$ cat config.mk
export PLATFORM = sky130hd
export DESIGN_NAME = cp0_wb_queue
export DESIGN_NICKNAME = d
export VERILOG_FILES = /design/src/rtl/cp0_wb_queue_pkg.sv /design/src/rtl/cp0_wb_queue_ptr.sv /design/src/rtl/cp0_wb_queue.sv
export SDC_FILE = /design/constraint.sdc
export NUM_CORES = 1
export LEC_CHECK = 0
export BUFFER_PORTS_ARGS = -buffer_cell sky130_fd_sc_hd__buf_2
export CAP_MARGIN = 0
export CORE_UTILIZATION = 52
export CTS_BUF_LIST = sky130_fd_sc_hd__clkbuf_8
export DETAILED_ROUTE_END_ITERATION = 10
export PLACE_DENSITY = 0.84
export SETUP_SLACK_MARGIN = 0.4
export SYNTH_ARGS = -nofsm -noshare
export SYNTH_HDL_FRONTEND = slang
export SYNTH_SLANG_ARGS = --single-unit
$ cat constraint.sdc
create_clock -name clk -period 2.79 [get_ports clk]
set_clock_uncertainty 0.2 [all_clocks]
set_input_delay 0 -clock clk [delete_from_list [all_inputs] [get_ports clk]]
set_output_delay 0 -clock clk [all_outputs]
set_load 0.02 [all_outputs]
$ cat src/rtl/cp0_wb_queue_pkg.sv
// Shared types and default sizes for the CP0 write-back queue.
package cp0_wb_queue_pkg;

  localparam int unsigned OITF_DEPTH   = 4;
  localparam int unsigned OITF_WIDTH   = 2;
  localparam int unsigned REG_ADDR_W   = 5;
  localparam int unsigned CP0_DATA_W   = 32;

  // Drain-barrier controller states.
  typedef enum logic [1:0] {
    CP0WB_IDLE  = 2'd0,
    CP0WB_DRAIN = 2'd1,
    CP0WB_ACK   = 2'd2
  } cp0wb_state_e;

endpackage

$ cat src/rtl/cp0_wb_queue_ptr.sv
// Enable-increment pointer register; the extra top bit is the wrap bit.
module cp0_wb_ptr #(
  parameter int unsigned W = 3
) (
  input  logic         clk,
  input  logic         rst_n,
  input  logic         inc,
  output logic [W-1:0] ptr
);

  // Advance by one on each enabled cycle, wrapping modulo 2^W.
  always_ff @(posedge clk or negedge rst_n) begin
    if (!rst_n)   ptr <= '0;
    else if (inc) ptr <= ptr + W'(1);
  end

endmodule

$ cat src/rtl/cp0_wb_queue.sv
// CP0 MTC0 write-back queue with allocate/retire pulses for the
// outstanding-write tracker and an ERET/SYSCALL drain barrier.
// Optional macro CP0WB_BYPASS_EN: same-cycle pass-through when the queue is empty.
module cp0_wb_queue
  import cp0_wb_queue_pkg::*;
#(
  parameter int unsigned DEPTH = OITF_DEPTH,
  parameter int unsigned PW    = OITF_WIDTH,
  parameter int unsigned AW    = REG_ADDR_W,
  parameter int unsigned DW    = CP0_DATA_W
) (
  input  logic          clk,
  input  logic          rst_n,
  input  logic          in_valid,
  output logic          in_ready,
  input  logic [AW-1:0] in_rdidx,
  input  logic [DW-1:0] in_wdata,
  output logic          out_valid,
  input  logic          out_ready,
  output logic [AW-1:0] out_rdidx,
  output logic [DW-1:0] out_wdata,
  output logic          cp0_wreg,
  output logic [AW-1:0] cp0_wreg_i_rdidx,
  output logic          cp0_wreg_wb,
  output logic [AW-1:0] cp0_wreg_wb_i_rdidx,
  input  logic          sync_req,
  output logic          sync_ack,
  output logic [PW:0]   count
);

  logic [PW:0]   wr_ptr;
  logic [PW:0]   rd_ptr;
  logic          empty;
  logic          full;
  logic          push;
  logic          pop;
  logic          bypass;
  logic          wr_inc;
  logic          rd_inc;
  logic [AW-1:0] mem_idx  [DEPTH];
  logic [DW-1:0] mem_data [DEPTH];
  cp0wb_state_e  state;
  cp0wb_state_e  state_nxt;

  cp0_wb_ptr #(.W(PW + 1)) u_wr_ptr (.clk(clk), .rst_n(rst_n), .inc(wr_inc), .ptr(wr_ptr));
  cp0_wb_ptr #(.W(PW + 1)) u_rd_ptr (.clk(clk), .rst_n(rst_n), .inc(rd_inc), .ptr(rd_ptr));

  // Occupancy flags, handshakes and the head presentation.
  always_comb begin
    empty    = (wr_ptr == rd_ptr);
    full     = (wr_ptr[PW-1:0] == rd_ptr[PW-1:0]) && (wr_ptr[PW] != rd_ptr[PW]);
    // rst_n term keeps in_ready low for the whole time reset is held.
    in_ready = rst_n & ~full & (state == CP0WB_IDLE);
    push     = in_valid & in_ready;
`ifdef CP0WB_BYPASS_EN
    bypass    = empty & in_ready & in_valid & out_ready;
    out_valid = ~empty | bypass;
    out_rdidx = bypass ? in_rdidx : mem_idx[rd_ptr[PW-1:0]];
    out_wdata = bypass ? in_wdata : mem_data[rd_ptr[PW-1:0]];
`else
    bypass    = 1'b0;
    out_valid = ~empty;
    out_rdidx = mem_idx[rd_ptr[PW-1:0]];
    out_wdata = mem_data[rd_ptr[PW-1:0]];
`endif
    pop                 = out_valid & out_ready;
    // A bypassed write is allocated and retired in one cycle without touching storage.
    wr_inc              = push & ~bypass;
    rd_inc              = pop & ~bypass;
    cp0_wreg            = push;
    cp0_wreg_i_rdidx    = in_rdidx;
    cp0_wreg_wb         = pop;
    cp0_wreg_wb_i_rdidx = out_rdidx;
    count               = wr_ptr - rd_ptr;
    sync_ack            = (state == CP0WB_ACK);
  end

  // Payload storage, written on accepted pushes only; not reset.
  always_ff @(posedge clk) begin
    if (wr_inc) begin
      mem_idx[wr_ptr[PW-1:0]]  <= in_rdidx;
      mem_data[wr_ptr[PW-1:0]] <= in_wdata;
    end
  end

  // Barrier state register.
  always_ff @(posedge clk or negedge rst_n) begin
    if (!rst_n) state <= CP0WB_IDLE;
    else        state <= state_nxt;
  end

  // Barrier next state: a started drain always runs to completion.
  always_comb begin
    state_nxt = state;
    unique case (state)
      CP0WB_IDLE:  if (sync_req) state_nxt = CP0WB_DRAIN;
      CP0WB_DRAIN: if (empty)    state_nxt = CP0WB_ACK;
      CP0WB_ACK:                 state_nxt = CP0WB_IDLE;
      default:                   state_nxt = CP0WB_IDLE;
    endcase
  end

endmodule

; ---- Yosys cells after proc, flatten, opt, wreduce, memory -nomap -nowiden
; Memories as Yosys holds them, arrays and structs flattened.
; Index checks and enable logic that the tools add are counted.
[classes]
eq_ne = 7
muxes = 5
bitwise_logic = 6
n_addsub = 3
reduce_logical = 3
[op_table]
columns = operator, n
row1 = "3-bit by 1-bit adder with 3-bit output, second input constant", 2
row2 = 1-bit AND, 4
row3 = 2-bit two-way mux, 2
row4 = "2-bit inequality test, second input constant", 2
row5 = 2-bit case mux with 2 select lines, 1
row6 = 3-bit == test, 1
row7 = 3-bit subtractor, 1
row8 = "2-bit by 1-bit == test with 1-bit output, second input constant", 1
row9 = 2-bit == test, 1
row10 = "2-bit == test, second input constant", 1
row11 = 2-bit zero test, 1
row12 = 1-bit two-way mux, 2
row13 = 1-bit inverter, 2
row14 = 2-bit AND reduction, 1
row15 = 1-bit logical AND, 1
row16 = 1-bit inequality test, 1
[totals]
input_bits = 42
mem_count = 2
output_inout_bits = 55
word_cells = 29
ram_bits = 148
register_bits = 8
[mem_list]
columns = memory, words, width, rd, rd_ports_with_merged_regs, write_ports, line_no
row1 = mem_data, 4, 32, 1, 0, 1, cp0_wb_queue.sv:41  ; logic [DW-1:0] mem_data [DEPTH];
row2 = mem_idx, 4, 5, 1, 0, 1, cp0_wb_queue.sv:40  ; logic [AW-1:0] mem_idx [DEPTH];

; ---- Depth between registers and ports, before layout
[depth]
depth_word = 8
ltp_mapped = 8
mapped_depth_nobuf = 6

; ---- By module
; A second synthesis with hierarchy kept.
[unflattened]
hier_cells = 253
hier_area_um2 = 5992.0
[by_module_without_submodules]
columns = module, area_each_um2, cells_each, n_inst, seq_area_each_um2
row1 = cp0_wb_queue, 5744.3, 237, 1, 4494.3
row2 = cp0_wb_ptr, 123.9, 8, 2, 75.1

; ---- Worst setup path before layout
; Ideal clock, no wire load.
[synth_timing]
kind = register to register
start = register u_rd_ptr.ptr[1]
end = memory mem_data[3][0] in the netlist's numbering, enable pin
setup_ns = 0.392
arrival_time_ns = 2.260
n_path_buf = 2
period_less_slack_ns = 2.852
stages_incl_launch_ff = 8
required_time_ns = 2.198
slack_ns = -0.062
cell_sequence = dfrtp_1 -> buf_2 -> buf_2 -> inv_1 -> ha_1 -> nand2_1 -> o2111ai_1 -> inv_1
[synth_via]
elab_chain_len = 8
[synth_lines]
columns = element, line_no
row1 = from (decl), cp0_wb_queue_ptr.sv:8  ; output logic [W-1:0] ptr
row2 = from (signal assigned), cp0_wb_queue_ptr.sv:14  ; else if (inc) ptr <= ptr + W'(1);
row3 = 2-bit == test, cp0_wb_queue.sv:51  ; full = (wr_ptr[PW-1:0] == rd_ptr[PW-1:0]) && (wr_ptr[PW] != rd_ptr[PW]);
row4 = 1-bit logical AND, cp0_wb_queue.sv:51
row5 = 1-bit inverter, cp0_wb_queue.sv:53  ; in_ready = rst_n & ~full & (state == CP0WB_IDLE);
row6 = 1-bit AND (2 in a row), cp0_wb_queue.sv:53
row7 = 1-bit AND, cp0_wb_queue.sv:54  ; push = in_valid & in_ready;
row8 = 1-bit two-way mux, cp0_wb_queue.sv:80  ; if (wr_inc) begin
row9 = 1-bit two-way mux (implied by the code), cp0_wb_queue.sv:82  ; mem_data[wr_ptr[PW-1:0]] <= in_wdata;
row10 = to (decl), cp0_wb_queue.sv:41
; Every way passes these cells.

; ---- Worst setup path after layout
[layout_timing]
start = register u_wr_ptr.ptr[2]
end = memory mem_data[1][26] in the netlist's numbering, enable pin
[layout_via]
elab_chain_len = 8
[layout_lines]
columns = element, line_no
row1 = from (decl), cp0_wb_queue_ptr.sv:8
row2 = from (signal assigned), cp0_wb_queue_ptr.sv:14
row3 = 1-bit inequality test, cp0_wb_queue.sv:51
row4 = 1-bit logical AND, cp0_wb_queue.sv:51
row5 = 1-bit inverter, cp0_wb_queue.sv:53
row6 = 1-bit AND (2 in a row), cp0_wb_queue.sv:53
row7 = 1-bit AND, cp0_wb_queue.sv:54
row8 = 1-bit two-way mux, cp0_wb_queue.sv:80
row9 = 1-bit two-way mux (implied by the code), cp0_wb_queue.sv:82
; Every way passes these cells.

==> flow_summary.toml <==
[outcome]
status = "finished, final reports clean"

[finish]
synthToLayoutAreaGrowth_pct = 26.68
nets = 450
drive_above_1_share_pct = 44.66
final_util_pct = 68.42
n_antenna_cell = 0

[sta]
finalWorstPathRequiredPeriod_ns = 2.320
period_share_pct = 83.16
fin_ws_ns = 0.4698
grt_setup_unrepaired = "true"
fmax_mhz = 431.0
tightestPinTransition_ns = 0.5861
finalHoldViolCount = 0
finalSetupTns_ns = 0
holdWs_ns = 0.1109
slew-limit-headroom_pct = 60.93
setup_viol = 0
slew_violations = 0

[yosys]
netlist_instances = 251
async_flop_share_pct = 5.128
synth_area_um2 = 5932
yosys_warnings = 0
synth_area_leaders = "edfxtp_1, mux4_2, dfrtp_1, buf_4, ha_1"
syn-num-nets = 301
synth_edf_count = 148
synth_seq_area_share_pct = 78.30
ys_ff_latch = 156
avgSynthCellArea_um2 = 23.63
yosysMostFrequentCell = "edfxtp_1"
netlist.area_leader.share_pct = 74.92
ys_types = 25
synth_common_cells = "edfxtp_1, mux4_2, buf_4, dfrtp_1, inv_1"
yosys.area.top_type = "edfxtp_1"
yosys_most_used_dff = "edfxtp_1"

[floorplan]
coreArea_um2 = 10980
dieArea_um2 = 11840
io_pins = 97
die_w_um = 108.8
start_util_pct = 54.01
die_h_um = 108.8
placementRows = 38

[drt]
dr.pass1.iters = 4
wirelength_mm = 10.23
vias = 2908
drc = 0
viasPerCell = 5.268
antenna_left = 0
drtIter0Drc = 128
wl_per_cell_um = 18.52

[clock_network]
cts_tree = "done"
path_clk_slew_ns = 0.08
cts.htree.levels = 4
cts_buffer_depth = 2
cts_buffers = 17
cts_root_buf = "clkbuf_8"
clk-insertion-delay-late_ns = 0.43
cts.sinks = 156

[place]
dp_slack_ns = 0.4464
place_congestion = 0.7567
post-dp-hpwl_mm = 5.852
portBuffers = 96

[min_path]
min_from = "in_wdata[1]"
hold_path_depth = 2
hold_path.class = "in -> reg"

[power]
seqPwrFrac_pct = 38.4
internal-power_mw = 5.015
p_clk_share_pct = 27.4
p_leak_nw = 2.685
netSwitchingFraction_pct = 31.60
irDropWorstVdd_mv = 0.7629
netSwitchingPower_mw = 2.317
power_frac_comb_pct = 34.2
cellPowerDensity_nw_per_um2 = 975.7

[worst_setup_path]
timing.rr.start = "u_wr_ptr.ptr[2]"
cp.arrival_ns = 2.19
crit_required_ns = 2.66
worst-setup-path-type = "reg -> reg"
r2r_slack_ns = 0.47
r2r_end = "mem_data[1][26]"
start_kind = "flop"
critPathCaptureType = "flop"
critPathLaunch = "u_wr_ptr.ptr[2]"
ff2ff_path_depth = 3
cp-endpoint = "mem_data[1][26]"
crit_fanout = 37

[global_route]
grt_pass1_vias = 3017
grt_max_degree = 41
grt_pass1_wl_mm = 15.47
antenna_found_initial = 0
grt_overflow = 0
grt_use_total_pct = 18.76

[job]
max_cap_violations = 0
## per-layer routing
| layer | GRT usage [%] | part of all wire (%) |
|---|---|---|
| met4 | 6.757 | 1.2 |
| met1 | 23.39 | 42 |
| met2 | 30.97 | 52 |
| met3 | 6.097 | 4.9 |
| met5 | 0 | 0 |
## worst max-delay path: stages, from the launching register on
cell     delay [ns]
dfrtp_1        0.42
xnor2_1        0.49
o211a_4        0.30
and2_4         0.53
## logic make-up after synthesis
logic type,after synthesis,share of synthesized area (%)
AO/OA/AOI/OAI,6,0.9071
XOR/XNOR,7,1.034
adder cells (fa/ha/maj),8,1.814
buffers and inverters,26,2.531
flip-flops,156,78.30
multiplexers,39,14.49
AND/OR/NAND/NOR,9,0.9280
## stage by stage
| stage | instances | area [µm²] | power (mW) |
|---|---|---|---|
| 2_1_floorplan | 251 | 5989 | 4.722 |
| 3_3_place_gp | 473 | 6558 | 5.310 |
| 3_5_place_dp | 473 | 6558 | 5.341 |
| 4_1_cts | 546 | 7467 | 7.385 |
| 5_1_grt | 552 | 7515 | 7.645 |
| 6_report | 552 | 7515 | 7.332 |
## power groups by stage
stage	Sequential (mW)	Combinational (mW)	Clock (mW)
2_1_floorplan	2.85	1.87	0
3_3_place_gp	2.85	2.46	0
3_5_place_dp	2.87	2.47	0
4_1_cts	2.82	2.54	2.03
5_1_grt	2.83	2.70	2.12
6_report	2.81	2.51	2.01
## cell type report
| class | instances | area (µm²) |
|---|---|---|
| inverters | 8 | 33.78 |
| multi-input cells | 69 | 1179 |
| well taps | 140 | 175.2 |
| clock buffers | 17 | 234.0 |
| fillers | 684 | 3468 |
| clock inverters | 14 | 251.5 |
| repair buffers | 148 | 994.7 |
| flip-flops and latches | 156 | 4647 |
## worst min path at each step
| stage | to | slack [ns] |
|---|---|---|
| finish | mem_data[2][1] | 0.11 |
| global route | mem_data[2][0] | 0.1 |
| CTS | mem_data[3][10] | 0.09 |
| detailed placement | state[1] | -0.33 |
| global placement | state[0] | -0.34 |
| floorplan | state[0] | -0.50 |
## flip-flops by register name (all words and copies together), names as in the netlist
register      cells
mem_data        128
mem_idx          20
state             2
u_rd_ptr.ptr      3
u_wr_ptr.ptr      3
## cell usage in the layout (no fill, tap or decap), drive strengths merged, types with 2 or more instances in the layout
cell and instances:
clkbuf 18, edfxtp 148, xnor2 6, inv 9
ha 7, dfrtp 8, buf 105, and2 3
nor3b 2, bufinv 7, nor2 2, clkinv 4
mux4 37, clkinvlp 2, mux2 2, dlygate4sd3 42
## what timing repair did
action	in CTS	in global routing
setup buffers	0	6
resized for setup	1	1
endpoints found under the hold margin	163	0
pin swaps	0	3
endpoints found under the setup margin	42	139
hold buffers	42	0
No activity file was read; power rests on OpenSTA's default activity.
